**src/rtl/sgmii_cfg_sequencer.sv**
```systemverilog
// Bus-master sequencer: programs the SGMII PCS register block after reset,
// then polls status to track link state and capture the partner ability word.
//
// state     | meaning
// IDLE      | parked after reset or ack timeout; boot or i_Start leaves
// WR_MODE   | write reg 0x1F (mode)
// WR_LTLO   | write reg 0x08 (link timer low)
// WR_LTHI   | write reg 0x09 (link timer high)
// WR_REG4   | write reg 0x04 (advertisement)
// WR_REG0   | write reg 0x00 with AN restart bit
// POLL_WAIT | idle countdown between status polls
// RD_STAT   | read reg 0x01 (status)
// RD_LP     | read reg 0x05 (link-partner ability)
// GAP       | one bus-idle cycle after every ack
module sgmii_cfg_sequencer #(
    parameter logic [15:0] pModeReg    = 16'h0001,
    parameter logic [20:0] pLinkTimer  = 21'h0F_4240,
    parameter logic [15:0] pReg4       = 16'h01A0,
    parameter logic [15:0] pReg0       = 16'h1000,
    parameter logic [23:0] pPollCycles = 24'd125000,
    parameter logic [7:0]  pAckTimeout = 8'd16
) (
    input  logic        i_Clk,
    input  logic        i_ARst,
    input  logic        i_Start,
    input  logic        i_ANRestart,
    output logic        o_Cyc,
    output logic        o_Stb,
    output logic        o_WEn,
    output logic [7:0]  o8_Addr,
    output logic [31:0] o32_WrData,
    input  logic [31:0] i32_RdData,
    input  logic        i_Ack,
    input  logic        i_Stall,
    output logic        o_CfgDone,
    output logic        o_LinkUp,
    output logic [15:0] o16_LpAbility,
    output logic        o_Busy,
    output logic        o_BusErr
);

    typedef enum logic [3:0] {
        IDLE, WR_MODE, WR_LTLO, WR_LTHI, WR_REG4, WR_REG0,
        POLL_WAIT, RD_STAT, RD_LP, GAP
    } tSeqState;

    tSeqState    r_State;
    tSeqState    r_NextState;
    logic [23:0] r_PollCnt;
    logic [7:0]  r_AckCnt;
    logic        r_Boot;
    logic        r_AnPend;

    logic        w_Launch;
    tSeqState    w_LaunchState;
    logic        w_Restart;
    logic        unusedBits;

    // Stall is observed by the slave side only; upper read bits carry nothing.
    assign unusedBits = ^{i_Stall, i32_RdData[31:16]};

    // {WEn, Addr, WrData} presented for an access state.
    function automatic logic [40:0] busWord(input tSeqState s);
        busWord = 41'h0;
        case (s)
            WR_MODE: busWord = {1'b1, 8'h7C, 16'h0, pModeReg};
            WR_LTLO: busWord = {1'b1, 8'h20, 16'h0, pLinkTimer[15:0]};
            WR_LTHI: busWord = {1'b1, 8'h24, 16'h0, 11'h0, pLinkTimer[20:16]};
            WR_REG4: busWord = {1'b1, 8'h10, 16'h0, pReg4};
            WR_REG0: busWord = {1'b1, 8'h00, 16'h0, pReg0 | 16'h0200};
            RD_STAT: busWord = {1'b0, 8'h04, 32'h0};
            RD_LP:   busWord = {1'b0, 8'h14, 32'h0};
            default: busWord = 41'h0;
        endcase
    endfunction

    always_comb begin
        w_Launch      = 1'b0;
        w_LaunchState = WR_MODE;
        w_Restart     = 1'b0;
        case (r_State)
            IDLE: begin
                w_Launch  = r_Boot | i_Start;
                w_Restart = r_Boot | i_Start;
            end
            POLL_WAIT: begin
                if (i_Start) begin
                    w_Launch  = 1'b1;
                    w_Restart = 1'b1;
                end else if (r_AnPend) begin
                    w_Launch      = 1'b1;
                    w_LaunchState = WR_REG0;
                end else if (r_PollCnt == 24'd0) begin
                    w_Launch      = 1'b1;
                    w_LaunchState = RD_STAT;
                end
            end
            GAP: begin
                w_Launch      = (r_NextState != POLL_WAIT);
                w_LaunchState = r_NextState;
            end
            default: ;
        endcase
    end

    always_ff @(posedge i_Clk or posedge i_ARst) begin
        if (i_ARst) begin
            r_State       <= IDLE;
            r_NextState   <= IDLE;
            r_PollCnt     <= 24'd0;
            r_AckCnt      <= 8'd0;
            r_Boot        <= 1'b1;
            r_AnPend      <= 1'b0;
            o_Cyc         <= 1'b0;
            o_Stb         <= 1'b0;
            o_WEn         <= 1'b0;
            o8_Addr       <= 8'h0;
            o32_WrData    <= 32'h0;
            o_CfgDone     <= 1'b0;
            o_LinkUp      <= 1'b0;
            o16_LpAbility <= 16'h0;
            o_Busy        <= 1'b0;
            o_BusErr      <= 1'b0;
        end else begin
            r_Boot <= 1'b0;

            if (w_Restart)
                r_AnPend <= 1'b0;
            else if (r_State == WR_REG0 && i_Ack)
                r_AnPend <= i_ANRestart;
            else if (i_ANRestart)
                r_AnPend <= 1'b1;

            if (w_Restart) begin
                o_CfgDone <= 1'b0;
                o_LinkUp  <= 1'b0;
                o_BusErr  <= 1'b0;
            end

            if (w_Launch) begin
                r_State  <= w_LaunchState;
                o_Cyc    <= 1'b1;
                o_Stb    <= 1'b1;
                {o_WEn, o8_Addr, o32_WrData} <= busWord(w_LaunchState);
                r_AckCnt <= 8'd1;
                o_Busy   <= 1'b1;
            end

            case (r_State)
                WR_MODE, WR_LTLO, WR_LTHI, WR_REG4, WR_REG0, RD_STAT, RD_LP: begin
                    if (i_Ack) begin
                        o_Cyc   <= 1'b0;
                        o_Stb   <= 1'b0;
                        r_State <= GAP;
                        case (r_State)
                            WR_MODE: r_NextState <= WR_LTLO;
                            WR_LTLO: r_NextState <= WR_LTHI;
                            WR_LTHI: r_NextState <= WR_REG4;
                            WR_REG4: r_NextState <= WR_REG0;
                            WR_REG0: begin
                                o_CfgDone   <= 1'b1;
                                r_NextState <= POLL_WAIT;
                            end
                            RD_STAT: begin
                                if (i32_RdData[5] && i32_RdData[2]) begin
                                    r_NextState <= RD_LP;
                                end else if (o_LinkUp) begin
                                    o_LinkUp    <= 1'b0;
                                    r_NextState <= WR_REG0;
                                end else begin
                                    r_NextState <= POLL_WAIT;
                                end
                            end
                            default: begin
                                o16_LpAbility <= i32_RdData[15:0];
                                o_LinkUp      <= 1'b1;
                                r_NextState   <= POLL_WAIT;
                            end
                        endcase
                    end else if (r_AckCnt >= pAckTimeout) begin
                        o_Cyc     <= 1'b0;
                        o_Stb     <= 1'b0;
                        o_BusErr  <= 1'b1;
                        o_CfgDone <= 1'b0;
                        o_LinkUp  <= 1'b0;
                        o_Busy    <= 1'b0;
                        r_State   <= IDLE;
                    end else if (r_AckCnt != 8'hFF) begin
                        r_AckCnt <= r_AckCnt + 8'd1;
                    end
                end
                GAP: begin
                    if (r_NextState == POLL_WAIT) begin
                        r_State   <= POLL_WAIT;
                        r_PollCnt <= pPollCycles;
                        o_Busy    <= 1'b0;
                    end
                end
                POLL_WAIT: begin
                    if (!w_Launch)
                        r_PollCnt <= r_PollCnt - 24'd1;
                end
                default: ;
            endcase
        end
    end

endmodule

```
**config.mk**
```make
export PLATFORM = sky130hd
export DESIGN_NAME = sgmii_cfg_sequencer
export DESIGN_NICKNAME = d
export VERILOG_FILES = /design/src/rtl/sgmii_cfg_sequencer.sv
export SDC_FILE = /design/constraint.sdc
export NUM_CORES = 1
export LEC_CHECK = 0
export ABC_AREA = 1
export CAP_MARGIN = 20
export CORE_MARGIN = 10
export CORE_UTILIZATION = 54
export DETAILED_ROUTE_END_ITERATION = 16
export PLACE_DENSITY = 0.91
export SLEW_MARGIN = 20
export SYNTH_ARGS = -nofsm -noshare
export SYNTH_HDL_FRONTEND = slang
export SYNTH_SLANG_ARGS = --single-unit
```
**constraint.sdc**
```tcl
create_clock -name i_Clk -period 3.9 [get_ports i_Clk]
set_input_delay 0.39 -clock i_Clk [delete_from_list [all_inputs] [get_ports i_Clk]]
set_output_delay 0.39 -clock i_Clk [all_outputs]
set_load 0.02 [all_outputs]
```
==> results.toml <==
[grt]
grt_pass1_wl_um = 16500
first_global_vias = 3471
antenna_found_initial = 0
grt.overflow.total = 0
grt_max_degree = 52
track_usage = 0.171

[drt]
drt_iter0_markers = 231
drc = 0
vias_per_cell = 5.03
wl_um = 9700
firstDrtPassIters = 5
post_drt_wl_per_cell_um = 13.7
dr_total_vias = 3564
ant_nets = 0

[place]
portBuffers = 59
dp_cells = 693
dp_hpwl_um = 6990
gp_congestion = 0.933
placed_cell_area_um2 = 4740

[logic_synthesis]
synth_area_um2 = 4240
ys_seq_area_frac = 0.443
avgSynthCellArea_um2 = 7.74
synthTopCellsByArea = "dfrtp_1 44%, nand2_1 13%, nor2_1 7.3%"
synthArstFlopShare = 1.00
yosys_register_bits = 75
synth_edf_count = 0
yosysTopAreaCell = "dfrtp_1"
yosys_warnings = 0
synth_cells = 548
yosysTopAreaCellShare = 0.437
yosysMostFrequentCell = "nand2_1"
synthDistinctLibCells = 32
synthTopCellsByCount = "143 x nand2_1, 82 x nor2_1, 74 x dfrtp_1, 64 x inv_1, 31 x buf_4"
synth_top_flop_cell = "dfrtp_1"

[finish]
area_delta_synth_final_pct = 17.2
finalInstanceArea_um2 = 4970
nFillCells = 622
fin_cells = 709
drive_gt1_frac = 0.0890
nNetsFinal = 643
diodes = 0

[critical_path]
ff2ff_path_depth = 9
cp.arrival_ns = 2.70
worstSetupStartpointType = "flip-flop"
ff2ff_setup_slack_ns = 1.47
crit_buf_inv = 3
crit_fanout = 31
worstPathRequired_ns = 4.17
critPathKind = "flip-flop to flip-flop"
reg2reg_from = "r_State[1]$_DFF_PP0_"
max_stage_delay_ns = 0.43
rr_endpoint = "r_PollCnt[0]$_DFFE_PP0P_"
cp-end-kind = "flip-flop"
crit_path_frequent_cell = "inv_2"
crit_cells = 9
crit_chain = "inv_1 -> nor2_1 -> nand2_2 -> inv_2 -> o21ai_1 -> nand3b_4 -> inv_2 -> nand3_1 -> o21ai_0"
cp_slowest_cell = "dfrtp_1"
crit_family = "simple AND/OR/NAND/NOR gates"

[timing]
min_period_ns = 2.43
setup_viol = 0
rsz0062_at_grt = "no"
fmax_ghz = 0.411
timing.final.crit_share = 0.624
relSlewSlack = 0.577
worst_pin_slew_ns = 0.635
slew_viol_final = 0
hold_viol_final = 0
setup_tns_ns = 0
finClkSkew_ns = 0.0162
whs_ns = 0.367

[hold_path]
hold_path.class = "primary input to async pin"

[clock_tree]
cts_setup_buffers = 0
clock-sinks = 75
root_buffer = "clkbuf_8"
cts_tree = "done"
clock_latency_ns = 0.36
cts_buffers = 9
ctsLongestPathBuffers = 2
clkTransAtPathRegs_ns = 0.09
hold_buffers = 0
post_cts_resized = 0
cts_max_level = 3

[floorplanning]
std_cell_rows = 32
dieArea_um2 = 11800
die_y_um = 109
die_w_um = 109
ios = 101
coreArea_um2 = 7690
initial_utilization = 0.552

[power_and_ir_drop]
peakVddDrop_uv = 625
leakage_uw = 0.00254
cellPowerDensity_nw_per_um2 = 829
p_total_uw = 4120

[run]
drv_cap = 0

[status]
outcome = "complete, no violations"
metal layers:
metal | vias to the layer above | GRT usage | part of all wire
met1 | 1664 | 0.197 | 0.39
met2 | 124 | 0.302 | 0.52
met4 | 0 | 0.0546 | 0.020
met3 | 26 | 0.0454 | 0.072
li1 | 1750 | - | -
met5 | - | 0 | 0
worst reg2reg max path: stages, from the launching register on:
cell	delay [ns]
dfrtp_1	0.43
inv_1	0.11
nor2_1	0.18
nand2_2	0.32
inv_2	0.27
o21ai_1	0.10
nand3b_4	0.35
inv_2	0.37
nand3_1	0.12
o21ai_0	0.09
cell usage in the layout (no fill, tap or decap), drive strengths merged, types with 7 or more instances in the layout:
master	instances
clkdlybuf4s50	59
dfrtp	74
nand2	149
a21oi	7
xor2	14
nand4	7
nand3	27
clkbuf	10
conb	25
o21ai	48
xnor2	10
nor2	87
inv	70
cell families after synthesis:
family          share of synthesized area
simple gates                        0.272
fa+ha+maj                         0.00885
xor+xnor                           0.0496
other cells                      0.000884
buf+inv                             0.136
flops                               0.443
compound gates                     0.0897
metrics by stage:
stage | setup slack, ns | util
final | 1.47 | 0.647
after global routing | 1.22 | 0.647
after CTS | 1.50 | 0.647
after detailed placement | 1.55 | 0.616
after global placement | 1.63 | 0.616
after floorplan | 1.60 | -
registers in the layout, summed over array words and instances (netlist names):
register,flops
o_Busy,1
o8_Addr,4
o_WEn,1
o_CfgDone,1
o32_WrData,6
o_BusErr,1
r_State,4
o_Stb,1
r_AnPend,1
o16_LpAbility,16
r_AckCnt,8
r_Boot,1
r_PollCnt,24
r_NextState,4
o_Cyc,1
o_LinkUp,1
how the worst max path moves through the flow:
stage | startpoint | end
2_1_floorplan | i_ARst | o16_LpAbility[0]$_DFFE_PP0P_
3_3_place_gp | r_PollCnt[0]$_DFFE_PP0P_ | r_PollCnt[0]$_DFFE_PP0P_
3_5_place_dp | r_State[1]$_DFF_PP0_ | r_PollCnt[8]$_DFFE_PP0P_
4_1_cts | r_State[1]$_DFF_PP0_ | r_PollCnt[0]$_DFFE_PP0P_
5_1_grt | r_State[3]$_DFF_PP0_ | r_PollCnt[0]$_DFFE_PP0P_
6_report | r_State[1]$_DFF_PP0_ | r_PollCnt[0]$_DFFE_PP0P_
where the power goes:
part	internal [µW]	switching, µW
clock	384	302
combinational	808	1350
sequential	1060	218
layout make-up:
| type | instances | area, µm² | share of cell area |
|---|---|---|---|
| Timing Repair Buffer | 60 | 598 | 0.120 |
| Multi-Input combinational cell | 388 | 1880 | 0.378 |
| Inverter | 68 | 258 | 0.0518 |
| Sequential cell | 75 | 1880 | 0.378 |
| Clock buffer | 10 | 138 | 0.0277 |
| Clock inverter | 6 | 95.1 | 0.0191 |
| Tap cell | 102 | 128 | 0.0257 |
(Power assumes the default switching activity.)
